$ cat src/rtl/ddr_ctrl_arbit_if.sv
// Engine-side bus of the SDRAM command arbiter: per-engine request/end/command
// inputs, grant outputs and the muxed device command/address pins.
interface ddr_ctrl_arbit_if #(
  parameter int unsigned ADDR_WIDTH = 13,
  parameter int unsigned BA_WIDTH   = 2
);
  logic                  init_end_i;
  logic [3:0]            init_cmd_i;
  logic [BA_WIDTH-1:0]   init_ba_i;
  logic [ADDR_WIDTH-1:0] init_addr_i;

  logic                  aref_req_i;
  logic                  aref_end_i;
  logic [3:0]            aref_cmd_i;
  logic [BA_WIDTH-1:0]   aref_ba_i;
  logic [ADDR_WIDTH-1:0] aref_addr_i;
  logic                  aref_en_o;

  logic                  wr_req_i;
  logic                  wr_end_i;
  logic [3:0]            wr_cmd_i;
  logic [BA_WIDTH-1:0]   wr_ba_i;
  logic [ADDR_WIDTH-1:0] wr_addr_i;
  logic                  wr_en_o;

  logic                  rd_req_i;
  logic                  rd_end_i;
  logic [3:0]            rd_cmd_i;
  logic [BA_WIDTH-1:0]   rd_ba_i;
  logic [ADDR_WIDTH-1:0] rd_addr_i;
  logic                  rd_en_o;

  logic                  sdram_cs_n;
  logic                  sdram_ras_n;
  logic                  sdram_cas_n;
  logic                  sdram_we_n;
  logic [BA_WIDTH-1:0]   sdram_ba;
  logic [ADDR_WIDTH-1:0] sdram_addr;

  // Engines and device side
  modport master (
    output init_end_i, init_cmd_i, init_ba_i, init_addr_i,
    output aref_req_i, aref_end_i, aref_cmd_i, aref_ba_i, aref_addr_i,
    output wr_req_i, wr_end_i, wr_cmd_i, wr_ba_i, wr_addr_i,
    output rd_req_i, rd_end_i, rd_cmd_i, rd_ba_i, rd_addr_i,
    input  aref_en_o, wr_en_o, rd_en_o,
    input  sdram_cs_n, sdram_ras_n, sdram_cas_n, sdram_we_n, sdram_ba, sdram_addr
  );

  // Arbiter side
  modport slave (
    input  init_end_i, init_cmd_i, init_ba_i, init_addr_i,
    input  aref_req_i, aref_end_i, aref_cmd_i, aref_ba_i, aref_addr_i,
    input  wr_req_i, wr_end_i, wr_cmd_i, wr_ba_i, wr_addr_i,
    input  rd_req_i, rd_end_i, rd_cmd_i, rd_ba_i, rd_addr_i,
    output aref_en_o, wr_en_o, rd_en_o,
    output sdram_cs_n, sdram_ras_n, sdram_cas_n, sdram_we_n, sdram_ba, sdram_addr
  );
endinterface

$ cat src/rtl/ddr_ctrl_arbit.sv
// SDRAM command arbiter: one engine granted at a time, refresh first, NOP between grants.
// Define DDR_ARB_RD_FIRST_EN to rank read above write (default: write above read).
module ddr_ctrl_arbit #(
  parameter int unsigned ADDR_WIDTH = 13,
  parameter int unsigned BA_WIDTH   = 2
) (
  input logic            sys_clk,
  input logic            sys_rst_n,
  ddr_ctrl_arbit_if.slave bus
);

  typedef enum logic [2:0] {
    INIT  = 3'd0,
    ARBIT = 3'd1,
    AREF  = 3'd2,
    WRITE = 3'd3,
    READ  = 3'd4
  } state_t;

  state_t r_state;
  logic   r_aref_en;
  logic   r_wr_en;
  logic   r_rd_en;

  // Grants are registered with the next state so they always equal its decode.
  always_ff @(posedge sys_clk) begin
    if (!sys_rst_n) begin
      r_state   <= INIT;
      r_aref_en <= 1'b0;
      r_wr_en   <= 1'b0;
      r_rd_en   <= 1'b0;
    end else begin
      r_aref_en <= 1'b0;
      r_wr_en   <= 1'b0;
      r_rd_en   <= 1'b0;
      case (r_state)
        INIT: begin
          if (bus.init_end_i) r_state <= ARBIT;
        end
        ARBIT: begin
          if (bus.aref_req_i) begin
            r_state   <= AREF;
            r_aref_en <= 1'b1;
          end
`ifdef DDR_ARB_RD_FIRST_EN
          else if (bus.rd_req_i) begin
            r_state <= READ;
            r_rd_en <= 1'b1;
          end else if (bus.wr_req_i) begin
            r_state <= WRITE;
            r_wr_en <= 1'b1;
          end
`else
          else if (bus.wr_req_i) begin
            r_state <= WRITE;
            r_wr_en <= 1'b1;
          end else if (bus.rd_req_i) begin
            r_state <= READ;
            r_rd_en <= 1'b1;
          end
`endif
        end
        AREF: begin
          if (bus.aref_end_i) r_state <= ARBIT;
          else                r_aref_en <= 1'b1;
        end
        WRITE: begin
          if (bus.wr_end_i) r_state <= ARBIT;
          else              r_wr_en <= 1'b1;
        end
        READ: begin
          if (bus.rd_end_i) r_state <= ARBIT;
          else              r_rd_en <= 1'b1;
        end
        default: r_state <= INIT;
      endcase
    end
  end

  assign bus.aref_en_o = r_aref_en;
  assign bus.wr_en_o   = r_wr_en;
  assign bus.rd_en_o   = r_rd_en;

  logic [3:0]            w_cmd;
  logic [BA_WIDTH-1:0]   w_ba;
  logic [ADDR_WIDTH-1:0] w_addr;

  always_comb begin
    w_cmd  = 4'b0111;
    w_ba   = '1;
    w_addr = '1;
    case (r_state)
      INIT: begin
        w_cmd  = bus.init_cmd_i;
        w_ba   = bus.init_ba_i;
        w_addr = bus.init_addr_i;
      end
      AREF: begin
        w_cmd  = bus.aref_cmd_i;
        w_ba   = bus.aref_ba_i;
        w_addr = bus.aref_addr_i;
      end
      WRITE: begin
        w_cmd  = bus.wr_cmd_i;
        w_ba   = bus.wr_ba_i;
        w_addr = bus.wr_addr_i;
      end
      READ: begin
        w_cmd  = bus.rd_cmd_i;
        w_ba   = bus.rd_ba_i;
        w_addr = bus.rd_addr_i;
      end
      default: ;
    endcase
  end

  assign bus.sdram_cs_n  = w_cmd[3];
  assign bus.sdram_ras_n = w_cmd[2];
  assign bus.sdram_cas_n = w_cmd[1];
  assign bus.sdram_we_n  = w_cmd[0];
  assign bus.sdram_ba    = w_ba;
  assign bus.sdram_addr  = w_addr;

endmodule

$ cat src/flat_wrapper.sv
// flat-port wrapper written by rule: the top's interface ports become plain ports
module ddr_ctrl_arbit_flat 
#(
  parameter int unsigned ADDR_WIDTH = 13,
  parameter int unsigned BA_WIDTH   = 2
)
  (sys_clk, sys_rst_n, bus_init_end_i, bus_init_cmd_i, bus_init_ba_i, bus_init_addr_i, bus_aref_req_i, bus_aref_end_i, bus_aref_cmd_i, bus_aref_ba_i, bus_aref_addr_i, bus_wr_req_i, bus_wr_end_i, bus_wr_cmd_i, bus_wr_ba_i, bus_wr_addr_i, bus_rd_req_i, bus_rd_end_i, bus_rd_cmd_i, bus_rd_ba_i, bus_rd_addr_i, bus_aref_en_o, bus_wr_en_o, bus_rd_en_o, bus_sdram_cs_n, bus_sdram_ras_n, bus_sdram_cas_n, bus_sdram_we_n, bus_sdram_ba, bus_sdram_addr);
  ddr_ctrl_arbit_if #(.ADDR_WIDTH(ADDR_WIDTH), .BA_WIDTH(BA_WIDTH)) bus_i ();
  input logic sys_clk;
  input logic sys_rst_n;
  input wire logic [$bits(bus_i.init_end_i)-1:0] bus_init_end_i;
  input wire logic [$bits(bus_i.init_cmd_i)-1:0] bus_init_cmd_i;
  input wire logic [$bits(bus_i.init_ba_i)-1:0] bus_init_ba_i;
  input wire logic [$bits(bus_i.init_addr_i)-1:0] bus_init_addr_i;
  input wire logic [$bits(bus_i.aref_req_i)-1:0] bus_aref_req_i;
  input wire logic [$bits(bus_i.aref_end_i)-1:0] bus_aref_end_i;
  input wire logic [$bits(bus_i.aref_cmd_i)-1:0] bus_aref_cmd_i;
  input wire logic [$bits(bus_i.aref_ba_i)-1:0] bus_aref_ba_i;
  input wire logic [$bits(bus_i.aref_addr_i)-1:0] bus_aref_addr_i;
  input wire logic [$bits(bus_i.wr_req_i)-1:0] bus_wr_req_i;
  input wire logic [$bits(bus_i.wr_end_i)-1:0] bus_wr_end_i;
  input wire logic [$bits(bus_i.wr_cmd_i)-1:0] bus_wr_cmd_i;
  input wire logic [$bits(bus_i.wr_ba_i)-1:0] bus_wr_ba_i;
  input wire logic [$bits(bus_i.wr_addr_i)-1:0] bus_wr_addr_i;
  input wire logic [$bits(bus_i.rd_req_i)-1:0] bus_rd_req_i;
  input wire logic [$bits(bus_i.rd_end_i)-1:0] bus_rd_end_i;
  input wire logic [$bits(bus_i.rd_cmd_i)-1:0] bus_rd_cmd_i;
  input wire logic [$bits(bus_i.rd_ba_i)-1:0] bus_rd_ba_i;
  input wire logic [$bits(bus_i.rd_addr_i)-1:0] bus_rd_addr_i;
  output wire logic [$bits(bus_i.aref_en_o)-1:0] bus_aref_en_o;
  output wire logic [$bits(bus_i.wr_en_o)-1:0] bus_wr_en_o;
  output wire logic [$bits(bus_i.rd_en_o)-1:0] bus_rd_en_o;
  output wire logic [$bits(bus_i.sdram_cs_n)-1:0] bus_sdram_cs_n;
  output wire logic [$bits(bus_i.sdram_ras_n)-1:0] bus_sdram_ras_n;
  output wire logic [$bits(bus_i.sdram_cas_n)-1:0] bus_sdram_cas_n;
  output wire logic [$bits(bus_i.sdram_we_n)-1:0] bus_sdram_we_n;
  output wire logic [$bits(bus_i.sdram_ba)-1:0] bus_sdram_ba;
  output wire logic [$bits(bus_i.sdram_addr)-1:0] bus_sdram_addr;
  assign bus_i.init_end_i = bus_init_end_i;
  assign bus_i.init_cmd_i = bus_init_cmd_i;
  assign bus_i.init_ba_i = bus_init_ba_i;
  assign bus_i.init_addr_i = bus_init_addr_i;
  assign bus_i.aref_req_i = bus_aref_req_i;
  assign bus_i.aref_end_i = bus_aref_end_i;
  assign bus_i.aref_cmd_i = bus_aref_cmd_i;
  assign bus_i.aref_ba_i = bus_aref_ba_i;
  assign bus_i.aref_addr_i = bus_aref_addr_i;
  assign bus_i.wr_req_i = bus_wr_req_i;
  assign bus_i.wr_end_i = bus_wr_end_i;
  assign bus_i.wr_cmd_i = bus_wr_cmd_i;
  assign bus_i.wr_ba_i = bus_wr_ba_i;
  assign bus_i.wr_addr_i = bus_wr_addr_i;
  assign bus_i.rd_req_i = bus_rd_req_i;
  assign bus_i.rd_end_i = bus_rd_end_i;
  assign bus_i.rd_cmd_i = bus_rd_cmd_i;
  assign bus_i.rd_ba_i = bus_rd_ba_i;
  assign bus_i.rd_addr_i = bus_rd_addr_i;
  assign bus_aref_en_o = bus_i.aref_en_o;
  assign bus_wr_en_o = bus_i.wr_en_o;
  assign bus_rd_en_o = bus_i.rd_en_o;
  assign bus_sdram_cs_n = bus_i.sdram_cs_n;
  assign bus_sdram_ras_n = bus_i.sdram_ras_n;
  assign bus_sdram_cas_n = bus_i.sdram_cas_n;
  assign bus_sdram_we_n = bus_i.sdram_we_n;
  assign bus_sdram_ba = bus_i.sdram_ba;
  assign bus_sdram_addr = bus_i.sdram_addr;
  ddr_ctrl_arbit #(.ADDR_WIDTH(ADDR_WIDTH), .BA_WIDTH(BA_WIDTH)) u_core (.sys_clk(sys_clk), .sys_rst_n(sys_rst_n), .bus(bus_i));
endmodule
$ cat config.mk
export PLATFORM = sky130hd
export DESIGN_NAME = ddr_ctrl_arbit_flat
export DESIGN_NICKNAME = d
export VERILOG_FILES = /design/src/rtl/ddr_ctrl_arbit_if.sv /design/src/rtl/ddr_ctrl_arbit.sv /design/src/flat_wrapper.sv
export SDC_FILE = /design/constraint.sdc
export NUM_CORES = 1
export LEC_CHECK = 0
export ABC_AREA = 1
export CAP_MARGIN = 10
export CORE_MARGIN = 2
export CORE_UTILIZATION = 24
export CTS_BUF_LIST = sky130_fd_sc_hd__clkbuf_2
export CTS_CLUSTER_SIZE = 16
export DETAILED_ROUTE_END_ITERATION = 12
export MAX_ROUTING_LAYER = met4
export PLACE_DENSITY_LB_ADDON = 0.25
export SLEW_MARGIN = 20
export SYNTH_ARGS = -nofsm -noshare
export SYNTH_HDL_FRONTEND = slang
export SYNTH_SLANG_ARGS = --single-unit
$ cat constraint.sdc
create_clock -name sys_clk -period 1 [get_ports sys_clk]
set_input_delay 0.1 -clock sys_clk [delete_from_list [all_inputs] [get_ports sys_clk]]
set_output_delay 0.1 -clock sys_clk [all_outputs]
set_load 0.05 [all_outputs]
==> metrics.cfg, run 1 <==
[route]
wl_per_cell_microns = 13.9
routed_wl_mm = 4.53
drt_drc_violations_left = 0
first_pass_iters = 4
routed-via-count = 1572
drt-initial-drc-count = 85
ant_nets = 0
via_per_inst = 4.81

[timing]
tightest_slew_ns = 0.201
finalSetupViolations = 25
setup_tns_ns = -11.83
fmax_ghz = 0.617
timing.slew.headroom_pct = 86.6
finalWorstSetupSlack_ns = -0.620
timing.final.hold_violations = 0
finalCritPeriodShare_pct = 162
post-route-min-period_ns = 1.62
rsz0062_at_grt = true
fin_skew_ns = 0.0249
hold_ws_ns = 0.447
drv_slew = 0

[critical_path]
r2r_start = u_core.r_state[1]
cp-startpoint = u_core.r_state[0]
crit_path_start_kind = register
crit_type = reg -> out
crit_path_max_fanout = 7
crit_path_end_kind = output pin
crit_arrival_ns = 1.52
reg2reg_setup_slack_ns = -0.26
crit_required_ns = 0.90

[logic_synthesis]
syn_inst = 157
synth_flop_cell = dfxtp_1
synth_area_leaders = nand2_1, dfxtp_1, a21oi_1
netlist-cell-type-count = 19
mappedNetlistNets = 242
yosys_warnings = 0
synth_seq_cells = 6
synthTopCellsByCount = nand2_1, a21oi_1, nand4_1
yosysMostFrequentCell = nand2_1
ys_seq_area_share_pct = 14.2
async_flop_share_pct = 0
syn_area_per_cell_sq_um = 5.40
synth_top_area_cell = nand2_1
netlist_area_sq_um = 847
yosysTopAreaCellShare_pct = 30.1
synth_edf_count = 0

[floorplan]
die_area_sq_um = 4020
die_w_microns = 63.4
core_region_area_sq_um = 3360
ioPinCount = 107
die_h_microns = 63.4
start_util_pct = 25.2
fp-row-count = 21

[clocking]
cts_buffer_depth = 2
htreeDepth = 1
clk_latency_ns = 0.25
path_clk_slew_ns = 0.08
ctsHoldBuffers = 0
tritoncts = yes
cts_root_buf = clkbuf_2
cts_buffers = 3
cts.sinks = 6

[final_layout]
syn_to_final_growth_pct = 198
multi_input_area_sq_um = 752
seqCellArea_sq_um = 131
fillers = 254
nets = 367
n_antenna_cell = 0
final_area_sq_um = 2520
drive_gt1_share_pct = 31.0

[placed_design]
dp_slack_ns = -0.340
post_dp_cell_area_sq_um = 2360
port_buffers = 106
routabilityCongestion = 0.831
hpwlAfterDp_mm = 3.77

[global_route]
grt.total_usage_pct = 23.1
antenna_found_initial = 0
grt_max_degree = 20
grt_pass1_vias = 1551
overflow = 0
grt_pass1_wl_mm = 7.29

[power_and_ir_drop]
powerDensity_nw_per_um2 = 2340
p_leak_nw = 1.07
design_power_total_mw = 5.91
vdd_drop_max_v = 0.00100

[min_path]
worst_hold_path_type = in -> reg
min_from = sys_rst_n

[status]
outcome = finished, violations left
violations = negative setup slack

[run]
drv_cap = 0

[through the flow]
| stage | instances | utilization, % |
|---|---|---|
| global placement | 318 | 70.1 |
| finish | 327 | 75.0 |
| global route | 327 | 75.0 |
| detailed placement | 318 | 70.1 |
| floorplan | 157 | - |
| CTS | 324 | 72.8 |
[layer usage]
metal / share of wire [%] / global-route usage, %
met3: 6.2 / 4.64
met2: 49 / 38.8
met1: 41 / 26.7
met5: 0 / -
met4: 3.8 / 10.1
[cell usage in the layout (no fill, tap or decap)]
cell,n
o21ai_1,1
clkdlybuf4s50_1,84
inv_1,9
inv_4,3
clkinvlp_4,1
dfxtp_4,3
nand4_1,15
nand3_2,5
buf_12,26
nand2_2,5
nand2_1,62
inv_8,1
nand2_4,2
clkbuf_2,4
a22oi_2,1
buf_6,2
a22oi_1,4
a21oi_1,10
a21oi_2,9
nor2_2,3
inv_2,2
nor2_4,4
buf_4,13
nand3_1,2
nor2_1,3
nand3_4,3
dfxtp_1,3
nand3b_1,1
[path summary, 6_finish.rpt]
kind,cells past startpoint,end
setup / recovery,6,bus_sdram_addr[2]
hold / removal,3,u_core.r_state[0]
setup reg to reg,10,u_core.r_state[0]
hold reg to reg,3,u_core.r_state[0]
[final cells by class]
type                       count  share of cell area, %
timing repair buffer         125                   58.8
clock buffer                   4                  0.794
multi-input combinational    130                   29.8
timing repair inverter         1                  0.298
inverter                      15                   2.83
tap                           46                   2.28
sequential                     6                   5.21
[worst max-delay path, stage by stage (launching register included)]
cell and delay (ns):
dfxtp_4 0.37, nor2_4 0.19, nor2_4 0.08, buf_12 0.14
a21oi_2 0.12, nand4_1 0.17, buf_12 0.19
[kinds of logic after synthesis]
| logic type | count (synthesis) | share of synthesized area (%) |
|---|---|---|
| buf+inv | 21 | 12.9 |
| simple gates | 105 | 56.1 |
| compound gates | 25 | 16.8 |
| flops | 6 | 14.2 |
[registers in the layout (all words and copies together) (netlist names)]
name and cells:
u_core.bus.rd_en_o 1, u_core.r_state 3, u_core.bus.aref_en_o 1, u_core.bus.wr_en_o 1
[where the power goes]
part | internal (mW) | switching (mW) | leakage [nW] | total [mW]
Clock | 0.106 | 0.105 | 0.0166 | 0.211
Combinational | 2.53 | 2.83 | 1.00 | 5.35
Sequential | 0.285 | 0.0549 | 0.0510 | 0.340
[timing repair]
item | in CTS | in global routing
buffers inserted | 2 | 2
setup endpoints to repair | 24 | 25
pin swaps | 7 | 10
gates cloned | 0 | 1
resized for setup | 18 | 13
Note: power is estimated with default switching activity, not from simulation.
==> inputs of run 2 (changes only) <==
- CORE_UTILIZATION: 24 -> 23
- CTS_BUF_LIST: sky130_fd_sc_hd__clkbuf_2 -> not set
==> run 2 against run 1 <==
Net effect:
- the flow still finishes with violations (negative setup slack)
- sequential power is 2% lower
- clock skew is 0.020 ns lower
- final cell count is 2.1% higher
- critical endpoint is now bus_sdram_addr[0]
==> metrics.cfg, run 2 (synthesis results as in run 1) <==
[route]
drt-initial-drc-count = 41
first_pass_iters = 4
ant_nets = 0
drt_drc_violations_left = 0
routed-via-count = 1543
wl_per_cell_microns = 14.5
via_per_inst = 4.62
routed_wl_mm = 4.83

[timing]
finalCritPeriodShare_pct = 156
finalSetupViolations = 25
finalWorstSetupSlack_ns = -0.558
setup_tns_ns = -11.12
post-route-min-period_ns = 1.56
drv_slew = 0
fmax_ghz = 0.642
tightest_slew_ns = 0.199
timing.final.hold_violations = 0
rsz0062_at_grt = true
fin_skew_ns = 0.00467
hold_ws_ns = 0.500
timing.slew.headroom_pct = 86.7

[global_route]
antenna_found_initial = 0
grt.total_usage_pct = 22.5
gr-max-usage-layer = met2
grt_pass1_wl_mm = 7.23
gr-usage-met1_pct = 27.4
grt_max_degree = 21
overflow = 0
grt_pass1_vias = 1516
met2_usage_pct = 39.3
grtUsageMet3_pct = 2.95

[clocking]
cts_buffer_depth = 2
cts_root_buf = clkbuf_8
tritoncts = yes
cts.sinks = 6
clk_latency_ns = 0.23
cts_buffers = 3
path_clk_slew_ns = 0.04
htreeDepth = 1

[power_and_ir_drop]
powerDensity_nw_per_um2 = 2450
vdd_drop_max_v = 0.00108
design_power_total_mw = 6.56
p_leak_nw = 1.12

[status]
outcome = finished, violations left
violations = negative setup slack

[floorplan]
ioPinCount = 107
die_area_sq_um = 4180
fp-row-count = 22
start_util_pct = 23.5
die_h_microns = 64.7
core_region_area_sq_um = 3610
die_w_microns = 64.7

[critical_path]
r2r_cells = 8
cp-startpoint = u_core.r_state[1]
crit_path_start_kind = register
crit_required_ns = 0.90
crit_arrival_ns = 1.46
crit_end = bus_sdram_addr[0]
crit_type = reg -> out
timing.rr.end = u_core.r_state[0]
r2r_start = u_core.r_state[1]
crit_path_max_fanout = 15
crit_path_end_kind = output pin
reg2reg_setup_slack_ns = -0.26

[final_layout]
final_area_sq_um = 2680
layout_common_cells = clkdlybuf4s50_1, nand2_1, buf_12
nets = 372
final_cells = 334
drive_gt1_share_pct = 35.3
largest_reg_flops = 3
regMostFlops = u_core.r_state
n_antenna_cell = 0
multi_input_area_sq_um = 805
fillers = 270
seqCellArea_sq_um = 131
syn_to_final_growth_pct = 217
final_common_cell = clkdlybuf4s50_1

[placed_design]
post_dp_cell_area_sq_um = 2370
hpwlAfterDp_mm = 3.45
dp.cells = 320
port_buffers = 106
routabilityCongestion = 0.805

[run]
drv_cap = 0

[min_path]
worst_hold_path_type = in -> reg

[run 2: routing by layer]
metal | part of all wire (%) | wire [microns]
met3 | 7.2 | 347
met1 | 42 | 2010
met2 | 50 | 2420
met5 | 0 | 0
met4 | 1.1 | 51
[run 2: layout make-up]
class	instances	share of cell area, %
Timing Repair Buffer	130	58.3
Clock buffer	4	1.68
Multi-Input combinational cell	130	30.0
Inverter	15	2.47
Timing Repair inverter	1	0.420
Tap cell	48	2.24
Sequential cell	6	4.90
[run 2: power breakdown]
part	leakage (nW)	switching (mW)	internal, mW	total (mW)
Clock	0.0228	0.117	0.275	0.392
Sequential	0.0510	0.0468	0.286	0.333
Combinational	1.04	2.98	2.86	5.84
Total	1.12	3.14	3.42	6.56
[run 2: worst min path at each step]
stage / startpoint / to / slack [ns] / cells after the start
2_1_floorplan: sys_rst_n / u_core.r_state[0] / 0.21 / 2
3_3_place_gp: u_core.bus.wr_en_o / bus_wr_en_o / 0.55 / 1
3_5_place_dp: u_core.bus.wr_en_o / bus_wr_en_o / 0.55 / 1
4_1_cts: sys_rst_n / u_core.r_state[0] / 0.48 / 3
5_1_grt: sys_rst_n / u_core.r_state[0] / 0.51 / 3
6_report: sys_rst_n / u_core.r_state[0] / 0.50 / 3
[run 2: what timing repair did]
item,4_1_cts,5_1_grt
buffers inserted,4,3
endpoints found under the setup margin,25,25
gates resized for setup,27,14
pin swaps,12,7
hold buffers,0,0
cloned,1,2
[run 2: metrics by stage]
stage	setup WS [ns]	util, %
detailed placement	-0.362	65.8
finish	-0.558	74.4
CTS	-0.541	71.1
global route	-0.643	74.4
floorplan	-0.394	-
global placement	-0.309	65.8
[run 2: critical path: stages (launching register included)]
cell and delay, ns:
dfxtp_4 0.35, nor2_4 0.17, nand2_1 0.08, inv_2 0.08, buf_12 0.14, nand2_2 0.05
nand2_2 0.08, a21oi_2 0.05, nand3_4 0.09, buf_12 0.14
==> inputs of run 3 (changes only) <==
- HOLD_SLACK_MARGIN: not set -> 0.06
==> results of run 3 <==
Same layout as run 2: the final DEF is identical, and so are final timing and power.
